==> src/rtl/fpu_pkg.sv <==
// ---------------------------------------------------------------------------
// fpu_pkg
// Shared constants and types for the FP16 comparator issue/collect slice.
//   FP16_W      : width of one FP16 operand
//   CMP_RES_W   : width of the comparator result word
//   CMP_LT_BIT  : result bit that reports A < B
//   fp16_pair_t : packed operand pair, A in the upper half, B in the lower
// ---------------------------------------------------------------------------
package fpu_pkg;

   localparam int FP16_W     = 16;
   localparam int CMP_RES_W  = 8;
   localparam int CMP_LT_BIT = 0;

   typedef struct packed {
      logic [FP16_W-1:0] a;
      logic [FP16_W-1:0] b;
   } fp16_pair_t;

   // Reinterpret a flat 32-bit stream word as an operand pair.
   function automatic fp16_pair_t unpack_pair(input logic [2*FP16_W-1:0] word);
      fp16_pair_t pair;
      pair = word;
      return pair;
   endfunction

endpackage

==> src/rtl/fpu_sync_fifo.sv <==
// ---------------------------------------------------------------------------
// fpu_sync_fifo
// Single-clock first-word fall-through FIFO. The head entry is always
// visible on pop_data while empty is low. A push into a full FIFO is
// accepted only when a pop happens on the same edge.
// Ports:
//   aclk, areset        : clock, asynchronous active-high reset
//   push, push_data     : write request and data
//   pop                 : read request (ignored while empty)
//   pop_data            : head entry
//   full, empty, count  : occupancy status
// ---------------------------------------------------------------------------
module fpu_sync_fifo #(
   parameter  int WIDTH = 8,
   parameter  int DEPTH = 4,
   localparam int PTR_W = $clog2(DEPTH),
   localparam int CNT_W = PTR_W + 1
) (
   input  logic             aclk,
   input  logic             areset,
   input  logic             push,
   input  logic [WIDTH-1:0] push_data,
   input  logic             pop,
   output logic [WIDTH-1:0] pop_data,
   output logic             full,
   output logic             empty,
   output logic [CNT_W-1:0] count
);

   logic [WIDTH-1:0] mem_r [DEPTH];
   logic [PTR_W-1:0] wr_ptr_r;
   logic [PTR_W-1:0] rd_ptr_r;
   logic [CNT_W-1:0] count_r;
   logic             push_ok_s;
   logic             pop_ok_s;

   assign full     = (count_r == CNT_W'(DEPTH));
   assign empty    = (count_r == {CNT_W{1'b0}});
   assign count    = count_r;
   assign pop_data = mem_r[rd_ptr_r];

   // Qualify requests against occupancy.
   always_comb begin
      pop_ok_s  = pop & ~empty;
      push_ok_s = push & (~full | pop_ok_s);
   end

   // Storage array; cleared on reset so the head reads zero while empty.
   always_ff @(posedge aclk or posedge areset) begin
      if (areset) begin
         for (int i = 0; i < DEPTH; i++) begin
            mem_r[i] <= {WIDTH{1'b0}};
         end
      end else if (push_ok_s) begin
         mem_r[wr_ptr_r] <= push_data;
      end
   end

   // Pointers wrap naturally at their power-of-two width.
   always_ff @(posedge aclk or posedge areset) begin
      if (areset) begin
         wr_ptr_r <= {PTR_W{1'b0}};
         rd_ptr_r <= {PTR_W{1'b0}};
      end else begin
         if (push_ok_s) begin
            wr_ptr_r <= wr_ptr_r + PTR_W'(1);
         end
         if (pop_ok_s) begin
            rd_ptr_r <= rd_ptr_r + PTR_W'(1);
         end
      end
   end

   // Occupancy counter.
   always_ff @(posedge aclk or posedge areset) begin
      if (areset) begin
         count_r <= {CNT_W{1'b0}};
      end else begin
         case ({push_ok_s, pop_ok_s})
            2'b10:   count_r <= count_r + CNT_W'(1);
            2'b01:   count_r <= count_r - CNT_W'(1);
            default: count_r <= count_r;
         endcase
      end
   end

endmodule

==> src/rtl/fpu_comp_issue.sv <==
// ---------------------------------------------------------------------------
// fpu_comp_issue
// Issues FP16 operand pairs to a valid-only comparator and collects its
// results in order into a FWFT buffer. A credit scheme (buffered results plus
// results still in flight never exceed DEPTH) guarantees room for every
// result, because the comparator cannot be stalled.
// Ports:
//   aclk, areset                 : clock, asynchronous active-high reset
//   s_axis_op_*                  : operand pair stream in (A=[31:16], B=[15:0])
//   m_axis_a_*, m_axis_b_*       : one-cycle issue pulse to the comparator
//   s_axis_cmp_*                 : comparator result (no backpressure)
//   m_axis_result_*              : buffered result stream out
//   err_overflow, err_spurious   : sticky error flags, cleared by reset only
// ---------------------------------------------------------------------------
module fpu_comp_issue
   import fpu_pkg::*;
#(
   parameter  int DEPTH   = 4,
   parameter  int LATENCY = 1,
   localparam int CNT_W   = $clog2(DEPTH) + 1
) (
   input  logic                 aclk,
   input  logic                 areset,
   input  logic [2*FP16_W-1:0]  s_axis_op_tdata,
   input  logic                 s_axis_op_tvalid,
   output logic                 s_axis_op_tready,
   output logic [FP16_W-1:0]    m_axis_a_tdata,
   output logic                 m_axis_a_tvalid,
   output logic [FP16_W-1:0]    m_axis_b_tdata,
   output logic                 m_axis_b_tvalid,
   input  logic [CMP_RES_W-1:0] s_axis_cmp_tdata,
   input  logic                 s_axis_cmp_tvalid,
   output logic [CMP_RES_W-1:0] m_axis_result_tdata,
   output logic                 m_axis_result_tvalid,
   input  logic                 m_axis_result_tready,
   output logic                 err_overflow,
   output logic                 err_spurious
);

   fp16_pair_t           pair_s;
   logic                 op_fire_s;
   logic                 res_pop_s;
   logic                 push_s;
   logic                 dec_s;
   logic                 ovf_s;
   logic                 spur_s;
   logic                 fifo_full_s;
   logic                 fifo_empty_s;
   logic [CNT_W-1:0]     fifo_count_s;
   logic [CNT_W-1:0]     fifo_count_nxt_s;
   logic [CNT_W-1:0]     inflight_nxt_s;
   logic [CNT_W:0]       credit_sum_s;
   logic                 ready_nxt_s;

   logic                 op_ready_r;
   logic [FP16_W-1:0]    a_r;
   logic [FP16_W-1:0]    b_r;
   logic                 issue_vld_r;
   logic [CNT_W-1:0]     inflight_r;
   logic                 ovf_r;
   logic                 spur_r;

   assign pair_s           = unpack_pair(s_axis_op_tdata);
   assign s_axis_op_tready = op_ready_r;
   assign m_axis_a_tdata   = a_r;
   assign m_axis_b_tdata   = b_r;
   assign m_axis_a_tvalid  = issue_vld_r;
   assign m_axis_b_tvalid  = issue_vld_r;
   assign m_axis_result_tvalid = ~fifo_empty_s;
   assign err_overflow     = ovf_r;
   assign err_spurious     = spur_r;

   // Handshake qualifiers for the operand and result streams.
   always_comb begin
      op_fire_s = s_axis_op_tvalid & op_ready_r;
      res_pop_s = ~fifo_empty_s & m_axis_result_tready;
   end

   // Result capture. A full buffer is only "full" if nothing leaves this edge;
   // the full check takes priority, and an overflowing result still consumes
   // its in-flight slot if there was one.
   always_comb begin
      push_s = 1'b0;
      dec_s  = 1'b0;
      ovf_s  = 1'b0;
      spur_s = 1'b0;
      if (s_axis_cmp_tvalid) begin
         if (fifo_full_s && !res_pop_s) begin
            ovf_s = 1'b1;
            dec_s = (inflight_r != {CNT_W{1'b0}});
         end else if (inflight_r == {CNT_W{1'b0}}) begin
            spur_s = 1'b1;
         end else begin
            push_s = 1'b1;
            dec_s  = 1'b1;
         end
      end else begin
         push_s = 1'b0;
      end
   end

   // Next-state counts feed the registered credit decision.
   always_comb begin
      case ({op_fire_s, dec_s})
         2'b10:   inflight_nxt_s = inflight_r + CNT_W'(1);
         2'b01:   inflight_nxt_s = inflight_r - CNT_W'(1);
         default: inflight_nxt_s = inflight_r;
      endcase
      case ({push_s, res_pop_s})
         2'b10:   fifo_count_nxt_s = fifo_count_s + CNT_W'(1);
         2'b01:   fifo_count_nxt_s = fifo_count_s - CNT_W'(1);
         default: fifo_count_nxt_s = fifo_count_s;
      endcase
      credit_sum_s = {1'b0, fifo_count_nxt_s} + {1'b0, inflight_nxt_s};
      ready_nxt_s  = (credit_sum_s < (CNT_W+1)'(DEPTH));
   end

   // Issue registers: data held between accepts, valid is a single pulse.
   always_ff @(posedge aclk or posedge areset) begin
      if (areset) begin
         a_r         <= {FP16_W{1'b0}};
         b_r         <= {FP16_W{1'b0}};
         issue_vld_r <= 1'b0;
      end else begin
         issue_vld_r <= op_fire_s;
         if (op_fire_s) begin
            a_r <= pair_s.a;
            b_r <= pair_s.b;
         end
      end
   end

   // Credit state: in-flight counter and registered operand ready.
   always_ff @(posedge aclk or posedge areset) begin
      if (areset) begin
         inflight_r <= {CNT_W{1'b0}};
         op_ready_r <= 1'b0;
      end else begin
         inflight_r <= inflight_nxt_s;
         op_ready_r <= ready_nxt_s;
      end
   end

   // Sticky error flags.
   always_ff @(posedge aclk or posedge areset) begin
      if (areset) begin
         ovf_r  <= 1'b0;
         spur_r <= 1'b0;
      end else begin
         ovf_r  <= ovf_r | ovf_s;
         spur_r <= spur_r | spur_s;
      end
   end

   fpu_sync_fifo #(
      .WIDTH (CMP_RES_W),
      .DEPTH (DEPTH)
   ) u_result_fifo (
      .aclk      (aclk),
      .areset    (areset),
      .push      (push_s),
      .push_data (s_axis_cmp_tdata),
      .pop       (res_pop_s),
      .pop_data  (m_axis_result_tdata),
      .full      (fifo_full_s),
      .empty     (fifo_empty_s),
      .count     (fifo_count_s)
   );

endmodule

==> config.mk <==
export PLATFORM = sky130hd
export DESIGN_NAME = fpu_comp_issue
export DESIGN_NICKNAME = d
export VERILOG_FILES = /design/src/rtl/fpu_pkg.sv /design/src/rtl/fpu_sync_fifo.sv /design/src/rtl/fpu_comp_issue.sv
export SDC_FILE = /design/constraint.sdc
export NUM_CORES = 1
export LEC_CHECK = 0
export ABC_AREA = 1
export CAP_MARGIN = 40
export CORE_UTILIZATION = 51
export CTS_BUF_LIST = sky130_fd_sc_hd__clkbuf_2 sky130_fd_sc_hd__clkbuf_4 sky130_fd_sc_hd__clkbuf_8
export DETAILED_ROUTE_END_ITERATION = 6
export PLACE_DENSITY = 0.82
export SETUP_SLACK_MARGIN = 0.3
export SYNTH_ARGS = -nofsm -noshare
export SYNTH_HDL_FRONTEND = slang
export SYNTH_SLANG_ARGS = --single-unit
==> constraint.sdc <==
create_clock -name aclk -period 3.8 [get_ports aclk]
set_input_delay 0.38 -clock aclk [delete_from_list [all_inputs] [get_ports aclk]]
set_output_delay 0.38 -clock aclk [all_outputs]
set_load 0.005 [all_outputs]
==> results of run 1 <==
worst max-delay path, delay by kind of cell:
kind / cells / cell delay, ps
adder cells (fa/ha/maj): 3 / 930
buffers and inverters: 2 / 670
AO/OA/AOI/OAI: 2 / 550
AND/OR/NAND/NOR: 1 / 350
multiplexers: 1 / 300
cell usage after synthesis:
master and number:
sky130_fd_sc_hd__xnor2_1 2, sky130_fd_sc_hd__clkbuf_1 4, sky130_fd_sc_hd__o21bai_1 2, sky130_fd_sc_hd__nand3_2 1, sky130_fd_sc_hd__or3_1 1, sky130_fd_sc_hd__inv_2 3
sky130_fd_sc_hd__a21oi_1 2, sky130_fd_sc_hd__nor2_1 22, sky130_fd_sc_hd__ha_1 13, sky130_fd_sc_hd__buf_2 11, sky130_fd_sc_hd__a21o_1 1, sky130_fd_sc_hd__o21ai_0 20
sky130_fd_sc_hd__or2_2 1, sky130_fd_sc_hd__fa_1 1, sky130_fd_sc_hd__mux2_2 1, sky130_fd_sc_hd__nand3_1 6, sky130_fd_sc_hd__inv_1 18, sky130_fd_sc_hd__nand4_1 36
sky130_fd_sc_hd__dfrtp_1 78, sky130_fd_sc_hd__buf_4 1, sky130_fd_sc_hd__buf_6 6, sky130_fd_sc_hd__a21oi_4 1, sky130_fd_sc_hd__nor2_2 1, sky130_fd_sc_hd__xor2_1 3
sky130_fd_sc_hd__o22ai_1 9, sky130_fd_sc_hd__nand2_1 183
state kept, by name, indices dropped and copies added (netlist names):
| signal | count |
|---|---|
| u_result_fifo.wr_ptr_r | 2 |
| s_axis_op_tready | 1 |
| err_overflow | 1 |
| m_axis_a_tvalid | 1 |
| err_spurious | 1 |
| inflight_r | 3 |
| m_axis_a_tdata | 16 |
| m_axis_b_tdata | 16 |
| u_result_fifo.count | 3 |
| u_result_fifo.rd_ptr_r | 2 |
| u_result_fifo.mem_r | 32 |
metal layers:
| layer | vias to the layer above | GRT usage | part of all wire |
|---|---|---|---|
| li1 | 1558 | - | - |
| met1 | 1522 | 0.308 | 0.42 |
| met2 | 122 | 0.411 | 0.48 |
| met3 | 13 | 0.0483 | 0.077 |
| met4 | 0 | 0.127 | 0.017 |
| met5 | - | 0 | 0 |
worst max-delay path by stage:
stage,startpoint,to,slack [ps],depth (start not counted)
after floorplan,inflight_r[0],s_axis_op_tready,1170,11
after global placement,s_axis_cmp_tvalid,s_axis_op_tready,660,9
after detailed placement,s_axis_cmp_tvalid,s_axis_op_tready,530,9
after CTS,s_axis_cmp_tvalid,s_axis_op_tready,900,9
after global routing,inflight_r[0],s_axis_op_tready,710,10
final,s_axis_cmp_tvalid,s_axis_op_tready,870,9
power breakdown:
group / total (mW) / leakage [nW] / switching [mW] / internal, mW
combinational: 1.90 / 1.33 / 0.952 / 0.943
sequential: 1.48 / 0.966 / 0.262 / 1.22
clock: 0.594 / 0.0980 / 0.282 / 0.313
stage by stage:
step	power, mW	utilization	cells	hold WS (ps)
final	3.97	0.697	611	209
after global routing	4.29	0.697	611	201
after CTS	3.99	0.697	611	198
after detailed placement	3.38	0.670	597	460
after global placement	3.29	0.668	596	457
after floorplan	2.52	-	427	444
cells by family after synthesis:
kind of cell    Yosys count  synth area share
flops                    78             0.532
simple gates            251             0.287
fa+ha+maj                14            0.0497
buf+inv                  43            0.0610
compound gates           35            0.0559
xor+xnor                  5            0.0119
mux                       1           0.00307
area by class of cell:
class                   instances  share of cell area
repair buffers                 96               0.199
multi-input cells             306               0.313
clock buffers                  10              0.0288
inverters                      21              0.0165
flip-flops and latches         78               0.408
clock inverters                 4              0.0102
well taps                      96              0.0251
==> flow_metrics.py, run 1 <==
metrics = {
    "global_routing": {
        "globalRoute.totalOverflow": 0,
        "grt_max_degree": 49,
        "grt_use_total": 0.247,
        "wire_length_of_the_first_global_routing_pass_um": 14200,
        "number_of_antenna_violations_at_the_first_check_in_global_routing": 0,
        "first_global_vias": 3075,
    },
    "cells_and_area": {
        "layout_commonest_cell": "sky130_fd_sc_hd__nand2_1",
        "finish.net_count": 571,
        "most-common-layout-cells": "183 x sky130_fd_sc_hd__nand2_1, 90 x sky130_fd_sc_hd__clkdlybuf4s50_1, 78 x sky130_fd_sc_hd__dfrtp_1",
        "multi_input_comb_area_mm2": 0.00150,
        "n_antenna_cell": 0,
        "drive_gt1_frac": 0.0563,
        "final-seq-area_mm2": 0.00195,
        "finalInstanceArea_mm2": 0.00479,
        "fill_cells": 520,
        "syn2layout_area_growth_pct": 30.4,
    },
    "clock_network": {
        "cts_inserted_buffers": 9,
        "post_cts_resize_count": 0,
        "clkLatencyLatePin_ps": 350,
        "clkSinkCount": 78,
        "cts_tree": "yes",
        "post_cts_hold_buffer_count": 0,
        "root_buffer": "sky130_fd_sc_hd__clkbuf_8",
        "clk_path_buf_depth": 2,
        "setup_repair_bufs_after_cts": 0,
        "reg_clk_slew_reported_paths_ps": 70,
        "cts-htree-levels": 3,
    },
    "yosys": {
        "synthDistinctLibCells": 26,
        "synth_largest_area_cell": "sky130_fd_sc_hd__dfrtp_1",
        "synth_top_cell_area_share": 0.532,
        "synth.net_count": 486,
        "synth_seq_area_share": 0.532,
        "gate_count_post_synth": 427,
        "synth.top_cells.by_area": "sky130_fd_sc_hd__dfrtp_1 53%, sky130_fd_sc_hd__nand2_1 19%, sky130_fd_sc_hd__nand4_1 6.1%",
        "syn_std_cell_area_mm2": 0.00367,
        "ys_seq_elements": 78,
        "ys_warns": 0,
        "synth_area_per_cell_um2": 8.60,
    },
    "worst_hold_path": {
        "type_of_the_tightest_min_delay_check": "input port to asynchronous set/reset pin",
    },
    "setup_path": {
        "crit_path_frequent_cell": "sky130_fd_sc_hd__ha_1",
        "crit-reg2reg-launch": "inflight_r[0]",
        "cell_by_cell_listing_of_the_critical_path": "clkdlybuf4s50_1 -> inv_2 -> a21oi_4 -> ha_1 -> fa_1 -> mux2_2 -> ha_1 -> or3_1 -> a21oi_1",
        "worst_stage_delay_on_the_critical_path_ps": 590,
        "worst_path_max_delay_cell": "sky130_fd_sc_hd__clkdlybuf4s50_1",
        "worst-path-max-fanout": 20,
        "critical_path_arrival_ps": 3190,
        "r2r.worst_path.cells": 10,
        "ff2ff_setup_slack_ps": 950,
        "setup.worst_path.start_class": "input port",
        "timing_worst_setup_path_type": "input port to flop",
        "critPathCaptureType": "flop",
        "worst-endpoint-required_ps": 4060,
        "rr_endpoint": "s_axis_op_tready",
    },
    "sta": {
        "setup_tns_ps": 0,
        "final_period_minus_worst_setup_slack_ps": 2930,
        "fmaxAchievable_ghz": 0.341,
        "period_utilization": 0.771,
        "max_slew_headroom": 0.602,
        "setup_violations": 0,
        "report.final.hold_viol_count": 0,
        "slew_viol_final": 0,
        "worst_slack_ps": 870,
        "rsz0062_at_grt": "false",
        "worstMarginPinSlew_ps": 598,
        "clock_skew_ps": 10.6,
    },
    "place": {
        "gp_congestion": 0.874,
        "dp_hpwl_um": 6210,
        "io_buffer_count": 90,
        "pre_cts_ws_ps": 530,
        "postPlaceCellArea_mm2": 0.00460,
    },
    "power": {
        "power.density_mw_per_mm2": 829,
        "power.ir.vdd_worst_mv": 0.454,
        "cellLeakagePower_nw": 2.40,
    },
    "job": {
        "max-cap-violations": 0,
    },
    "status": {
        "status": "finished clean",
    },
    "detailed_routing": {
        "average_wire_per_cell_in_the_routed_design_um": 14.4,
        "total_number_of_vias": 3215,
        "route.detailed.drc": 0,
        "drt.antenna.violating_nets": 0,
        "drt-pass1-iter-count": 4,
        "first_iter_violations": 267,
        "drt-total-wl_um": 8770,
        "post_drt_via_cell_ratio": 5.26,
    },
    "floorplan": {
        "floorplan.io_pins": 91,
        "initial_utilization": 0.535,
        "rows": 30,
        "die_area_mm2": 0.00754,
        "die-height_um": 86.9,
        "die_x_um": 86.9,
        "fp.coreArea_mm2": 0.00687,
    },
}
Power figures use the tool's default switching activity.
==> run 2, diff against run 1 <==
Settings changed: CORE_UTILIZATION 51 to 46, PLACE_DENSITY 0.82 to 0.78.
Clock period 3.8 ns to 2.5 ns, I/O delays scaled along.
==> run 2 against run 1 <==
Against the previous run: cell area rose by 4.5%; global-route usage decreased by 0.58 points; via count increased by 3.6%; critical path type is now flop to flop; critical endpoint unchanged.
==> flow_metrics.py, run 2 (synthesis gave the netlist of run 1 again) <==
metrics = {
    "status": {
        "status": "finished clean",
    },
    "detailed_routing": {
        "drt-pass1-iter-count": 5,
        "post_drt_via_cell_ratio": 5.28,
        "route.detailed.drc": 0,
        "average_wire_per_cell_in_the_routed_design_um": 15.0,
        "total_number_of_vias": 3332,
        "drt-total-wl_um": 9490,
        "drt.antenna.violating_nets": 0,
        "first_iter_violations": 272,
    },
    "floorplan": {
        "die_area_mm2": 0.00834,
        "rows": 32,
        "die-height_um": 91.4,
        "floorplan.io_pins": 91,
        "die_x_um": 91.4,
        "fp.coreArea_mm2": 0.00773,
        "initial_utilization": 0.475,
    },
    "setup_path": {
        "critPathBufInv": 0,
        "critical_path_arrival_ps": 2690,
        "critPathCaptureType": "flop",
        "crit_path_frequent_cell": "sky130_fd_sc_hd__a21oi_2",
        "worst-path-max-fanout": 2,
        "setup.worst_path.start_class": "flop",
        "worst_path_max_delay_cell": "sky130_fd_sc_hd__dfrtp_1",
        "cell_by_cell_listing_of_the_critical_path": "nor2_4 -> a21oi_4 -> ha_4 -> fa_2 -> a21oi_2 -> o21ai_2 -> xor2_1 -> ha_1 -> or3_1 -> a21oi_2",
        "worst_stage_delay_on_the_critical_path_ps": 420,
        "worst-endpoint-required_ps": 2780,
        "timing_worst_setup_path_type": "flop to flop",
        "timing.critical_path.max_delay_family": "adder cells",
    },
    "power": {
        "total_power_mw": 6.49,
        "power.ir.vdd_worst_mv": 0.759,
        "power.combinational.fraction": 0.493,
        "cellLeakagePower_nw": 2.46,
        "net-switching-power_mw": 2.46,
        "power.share.clock": 0.162,
        "p_int_mw": 4.03,
        "power_switching_share": 0.379,
        "power.density_mw_per_mm2": 1300,
        "share_seq_of_total_power": 0.344,
    },
    "sta": {
        "slew_viol_final": 0,
        "worst_slack_ps": 89.3,
        "hold_ws_ps": 310,
        "worstMarginPinSlew_ps": 550,
        "period_utilization": 0.964,
        "setup_tns_ps": 0,
        "report.final.hold_viol_count": 0,
        "fmaxAchievable_ghz": 0.415,
        "rsz0062_at_grt": "true",
        "setup_violations": 0,
        "max_slew_headroom": 0.632,
        "final_period_minus_worst_setup_slack_ps": 2410,
        "clock_skew_ps": 8.17,
    },
    "job": {
        "max-cap-violations": 0,
    },
    "global_routing": {
        "grt_use_total": 0.242,
        "grt_max_degree": 46,
        "global_route.usage.met3": 0.0452,
        "layer_carrying_the_most_global_route_usage": "met2",
        "globalRoute.totalOverflow": 0,
        "use_met2": 0.394,
        "first_global_vias": 3262,
        "number_of_antenna_violations_at_the_first_check_in_global_routing": 0,
        "wire_length_of_the_first_global_routing_pass_um": 15800,
        "grt_util_met1": 0.315,
    },
    "worst_hold_path": {
        "type_of_the_tightest_min_delay_check": "input port to asynchronous set/reset pin",
    },
    "clock_network": {
        "cts_inserted_buffers": 9,
        "clkSinkCount": 78,
        "root_buffer": "sky130_fd_sc_hd__clkbuf_8",
        "clk_path_buf_depth": 2,
        "cts_tree": "yes",
        "cts-htree-levels": 3,
        "clkLatencyLatePin_ps": 350,
        "reg_clk_slew_reported_paths_ps": 80,
    },
    "cells_and_area": {
        "largest_register_ffs": 32,
        "layout_commonest_cell": "sky130_fd_sc_hd__nand2_1",
        "fill_cells": 630,
        "drive_gt1_frac": 0.108,
        "syn2layout_area_growth_pct": 36.2,
        "n_antenna_cell": 0,
        "finish.net_count": 583,
        "registers.top_by_ff_count": "u_result_fifo.mem_r",
        "most-common-layout-cells": "183 x sky130_fd_sc_hd__nand2_1, 90 x sky130_fd_sc_hd__clkdlybuf4s50_1, 74 x sky130_fd_sc_hd__dfrtp_1",
        "finalInstanceArea_mm2": 0.00500,
    },
    "place": {
        "pre_cts_ws_ps": -174,
        "gp_congestion": 0.815,
        "io_buffer_count": 90,
        "dp_hpwl_um": 6390,
        "postPlaceCellArea_mm2": 0.00470,
    },
}
==> run 2: repair_timing <==
item | CTS | global route
buffers inserted | 5 | 2
endpoints found under the setup margin | 3 | 5
pin swaps | 4 | 2
hold buffers | 0 | 0
resized for setup | 8 | 5
==> run 2: path summary, 6_finish.rpt <==
path	startpoint	endpoint	slack (ps)	cells past startpoint
worst max-delay path	inflight_r[1]	s_axis_op_tready	90	10
worst min-delay path	areset	inflight_r[2]	310	3
worst max register to register	inflight_r[1]	s_axis_op_tready	90	10
worst min register to register	m_axis_b_tdata[9]	m_axis_b_tdata[9]	480	2
max in group asynchronous	areset	m_axis_b_tdata[8]	1800	3
min in group aclk	s_axis_op_tdata[25]	m_axis_a_tdata[9]	420	3
==> run 2: through the flow <==
| step | util | instances |
|---|---|---|
| 6_report | 0.647 | 631 |
| 5_1_grt | 0.647 | 631 |
| 4_1_cts | 0.644 | 629 |
| 3_5_place_dp | 0.608 | 608 |
| 3_3_place_gp | 0.604 | 607 |
| 2_1_floorplan | - | 427 |
==> run 2: area by class of cell <==
type,instances,area (um^2),area share
inverters,21,87.6,0.0175
flip-flops and latches,78,1960,0.391
well taps,102,128,0.0255
clock inverters,7,97.6,0.0195
repair buffers,108,1070,0.214
multi-input cells,306,1540,0.308
clock buffers,9,124,0.0248
==> run 2: power groups by stage <==
stage | combinational (mW) | clock [mW] | sequential (mW)
final | 3.20 | 1.05 | 2.23
after global placement | 2.85 | 0 | 2.23
after CTS | 3.15 | 1.08 | 2.23
after global routing | 3.56 | 1.12 | 2.30
after floorplan | 1.70 | 0 | 2.18
after detailed placement | 3.01 | 0 | 2.26
==> run 2: metal layers <==
metal  part of all wire  routed length [um]
met1               0.42                3980
met2               0.50                4760
met3              0.052                 497
met4              0.027                 257
met5                  0                   0
==> run 2: worst min-delay path: stages <==
cell and delay [ps]:
sky130_fd_sc_hd__clkdlybuf4s50_1 440, sky130_fd_sc_hd__clkinvlp_4 110, sky130_fd_sc_hd__buf_12 250
==> run 3, diff against run 2 <==
Settings changed: CORE_ASPECT_RATIO from default to 1.5.
==> run 3 against run 2 <==
Against the previous run: critical path depth is the same; clock-buffer cell count rose by 4; first-iteration DRC count is 17% lower; cell area increased by 0.88%; die area hardly changed; maximum frequency grew 0.50%.
==> flow_metrics.py, run 3 (synthesis gave the netlist of run 1 again) <==
metrics = {
    "detailed_routing": {
        "drt-pass1-iter-count": 5,
        "first_iter_violations": 227,
        "route.detailed.drc": 0,
        "drt.antenna.violating_nets": 0,
        "average_wire_per_cell_in_the_routed_design_um": 14.7,
        "post_drt_via_cell_ratio": 5.20,
        "drt-total-wl_um": 9260,
        "total_number_of_vias": 3279,
    },
    "sta": {
        "fmaxAchievable_ghz": 0.417,
        "hold_ws_ps": 315,
        "period_utilization": 0.960,
        "rsz0062_at_grt": "true",
        "worstMarginPinSlew_ps": 634,
        "slew_viol_final": 0,
        "max_slew_headroom": 0.576,
        "setup_violations": 0,
        "setup_tns_ps": 0,
        "clock_skew_ps": 4.61,
        "report.final.hold_viol_count": 0,
        "final_period_minus_worst_setup_slack_ps": 2400,
    },
    "setup_path": {
        "cell_by_cell_listing_of_the_critical_path": "nor2_4 -> a21oi_4 -> ha_4 -> fa_2 -> a21oi_2 -> o21ai_2 -> xor2_1 -> ha_1 -> or3_1 -> a21oi_2",
        "setup.worst_path.start_class": "flop",
        "crit_path_frequent_cell": "sky130_fd_sc_hd__a21oi_2",
        "worst_stage_delay_on_the_critical_path_ps": 420,
        "worst-path-max-fanout": 3,
        "worst_path_max_delay_cell": "sky130_fd_sc_hd__dfrtp_1",
        "timing_worst_setup_path_type": "flop to flop",
        "worst-endpoint-required_ps": 2790,
        "critPathCaptureType": "flop",
        "crit-reg2reg-launch": "inflight_r[1]",
        "worst_setup_path_startpoint": "inflight_r[1]",
        "critical_path_arrival_ps": 2690,
    },
    "cells_and_area": {
        "most-common-layout-cells": "182 x sky130_fd_sc_hd__nand2_1, 90 x sky130_fd_sc_hd__clkdlybuf4s50_1, 74 x sky130_fd_sc_hd__dfrtp_1",
        "largest_register_ffs": 32,
        "final-seq-area_mm2": 0.00196,
        "multi_input_comb_area_mm2": 0.00155,
        "finalInstanceArea_mm2": 0.00504,
        "registers.top_by_ff_count": "u_result_fifo.mem_r",
        "n_antenna_cell": 0,
        "layout_commonest_cell": "sky130_fd_sc_hd__nand2_1",
        "drive_gt1_frac": 0.112,
        "syn2layout_area_growth_pct": 37.4,
        "finish.net_count": 583,
        "fill_cells": 633,
    },
    "floorplan": {
        "floorplan.io_pins": 91,
        "rows": 39,
        "die-height_um": 111,
        "fp.coreArea_mm2": 0.00766,
        "initial_utilization": 0.479,
        "die_area_mm2": 0.00835,
        "die_x_um": 75.0,
    },
    "global_routing": {
        "grt_use_total": 0.240,
        "grt_max_degree": 42,
        "wire_length_of_the_first_global_routing_pass_um": 15200,
        "number_of_antenna_violations_at_the_first_check_in_global_routing": 0,
        "globalRoute.totalOverflow": 0,
        "first_global_vias": 3339,
    },
    "clock_network": {
        "clkSinkCount": 78,
        "clkLatencyLatePin_ps": 350,
        "post_cts_hold_buffer_count": 0,
        "cts-htree-levels": 3,
        "clk_path_buf_depth": 2,
        "cts_inserted_buffers": 9,
        "cts_tree": "yes",
        "root_buffer": "sky130_fd_sc_hd__clkbuf_8",
        "reg_clk_slew_reported_paths_ps": 80,
    },
    "place": {
        "dp_hpwl_um": 6360,
        "gp_congestion": 0.835,
        "postPlaceCellArea_mm2": 0.00471,
        "io_buffer_count": 90,
    },
    "power": {
        "cellLeakagePower_nw": 2.48,
        "power.ir.vdd_worst_mv": 0.648,
        "power.density_mw_per_mm2": 1300,
    },
    "job": {
        "max-cap-violations": 0,
    },
    "status": {
        "status": "finished clean",
    },
    "worst_hold_path": {
        "type_of_the_tightest_min_delay_check": "input port to asynchronous set/reset pin",
    },
}
## run 3: changes by cell type in the layout (fill, tap and decap cells not counted), sizes merged
| cell | before | now |
|---|---|---|
| inv | 21 | 20 |
| clkinvlp | 3 | 1 |
| clkbuf | 9 | 13 |
| clkinv | 2 | 1 |
## run 3: power breakdown
group / internal [mW] / total (mW) / switching (mW)
clock: 0.654 / 1.09 / 0.436
combinational: 1.63 / 3.22 / 1.60
sequential: 1.86 / 2.23 / 0.367
total: 4.14 / 6.54 / 2.40
## run 3: layout make-up
type	count	area share
timing repair buffer	108	0.214
inverter	21	0.0174
tap	102	0.0253
clock inverter	3	0.0129
clock buffer	13	0.0342
multi-input combinational	306	0.308
sequential	78	0.388
## run 3: path summary, 6_finish.rpt
check                           slack (ps)                   endpoint  cells after the start
max in group asynchronous             1630  u_result_fifo.rd_ptr_r[0]                      3
worst max-delay path                   100           s_axis_op_tready                     10
min in group aclk                      430          m_axis_a_tdata[0]                      3
worst max register to register         100           s_axis_op_tready                     10
worst min register to register         480          m_axis_b_tdata[9]                      2
worst min-delay path                   320          m_axis_a_tdata[0]                      2
## run 3: metal layers
layer,part of all wire,global-route usage
met2,0.52,0.403
met4,0.028,0.141
met3,0.063,0.0434
met5,0,0
met1,0.39,0.275
## run 3: timing repair
action                     CTS  global route
buffers inserted             4             3
setup endpoints to repair    9             6
pin swaps                    5             2
resized for setup           10             5
## run 3: critical path, delay by kind of cell (launching register included)
family | cells | cell delay (ps)
DFF | 1 | 420
AOI/OAI and AO/OA | 4 | 430
xor gates and xnor gates | 1 | 220
adders and majority gates | 3 | 790
and+or+nand+nor | 2 | 480
## run 3: per-stage QoR
step | power [mW] | util | std cells | setup slack [ps]
after floorplan | 3.88 | - | 427 | 56.8
after global placement | 5.09 | 0.611 | 607 | -36.9
after detailed placement | 5.24 | 0.615 | 608 | -107
after CTS | 6.46 | 0.654 | 628 | 173
after global routing | 7.05 | 0.659 | 631 | 12.7
final | 6.54 | 0.659 | 631 | 101
==> RTL change: new RTL, settings of run 1 <==
Change the package constant `FP16_W` from 16 to 32.
--- a/src/rtl/fpu_pkg.sv
+++ b/src/rtl/fpu_pkg.sv
@@ -8,7 +8,7 @@
 // ---------------------------------------------------------------------------
 package fpu_pkg;
 
-   localparam int FP16_W     = 16;
+   localparam int FP16_W     = 32;
    localparam int CMP_RES_W  = 8;
    localparam int CMP_LT_BIT = 0;
 
Interface: changed (resized m_axis_a_tdata, m_axis_b_tdata and s_axis_op_tdata); port bits go from 91 to 155. No check against the original RTL was run, so the function may have changed too.
==> RTL change against run 1 <==
Worst setup slack gained 0.086 ns; final area grew 39%; cell count grew 37%; maximum frequency grew 3.0%; core utilization grew 2.3 points; first-iteration DRC count shrank 6.7%; sequential cell count grew 32; routed wire length grew 40%; total power grew 32%; largest cell class unchanged; register-to-register slack gained 0.17 ns; synthesized cell count grew 32%; clock power grew 19%; sequential power grew 40%; area after synthesis grew 33%.
==> RTL change: results (changes against run 1) <==
* Rel. slew slack at 0.484 (-0.118)
* Clock skew at 0.0172 ns (+0.00656 ns)
* Dpl cell area at 6450 um2 (+40%)
* Status: complete, no violations
* Synth unique cells at 27 (+3.8%)
* NetSw at 1980 uW (+32%)
* Top cells by area, synth: dfrtp_1, nand2_1, nand4_1
* Flop pwr share at 0.393 (+0.020)
* Non-clock buffers at 160 (+67%)
* Overall Global Routing Usage at 0.260 (+0.0131)
* Placer Congestion at 0.856 (-2.1%)
* Synth top cells by count: nand2_1, dfrtp_1, nand4_1
* Combinational power at 2490 uW (+31%)
* Crit path max fanout at 36 (+80%)
* Layout cell share with drive strength beyond 1 at 0.0451 (-0.0112)
* Storage element area at 2750 um2 (+41%)
* Global Route met1 Usage at 0.344 (+0.0362)
* Final WL at 12300 um (+40%)
* First-pass GRT wire length at 20400 um (+43%)
* Met3 Usage GRT at 0.0611 (+0.0128)
* Proportion of cell area occupied by multi-input gates at 0.279 (-0.0331)
* Vias in the first global route at 4219 (+37%)
* Combinational share of power at 0.473 (-0.004)
* #MultiIn Comb at 402 (+31%)
* Post-synthesis xor/xnor area fraction at 0.00899 (-0.00293)
* Drt first pass iters at 5 (+1)
* Adder-cell share of the synthesized area at 0.0375 (-0.0122)
* Register area share after synthesis at 0.565 (+0.0336)
==> RTL change: cell count changes after synthesis <==
| cell | change |
|---|---|
| nand2_1 | +96 |
| dfrtp_1 | +32 |
| buf_2 | +6 |
| buf_1 | +1 |
| clkbuf_1 | +1 |
| inv_1 | +1 |
| inv_2 | -1 |
==> RTL change: path summary, 6_finish.rpt <==
path / start / to / slack (ns) / cells after the start
max in group asynchronous: areset / m_axis_a_tdata[16] / 2.43 / 3
setup / recovery: s_axis_cmp_tvalid / s_axis_op_tready / 0.96 / 13
hold reg to reg: m_axis_a_tdata[13] / m_axis_a_tdata[13] / 0.49 / 2
setup reg to reg: inflight_r[0] / s_axis_op_tready / 1.12 / 12
min in group aclk: m_axis_a_tdata[13] / m_axis_a_tdata[13] / 0.49 / 2
hold / removal: areset / m_axis_a_tdata[7] / 0.49 / 2
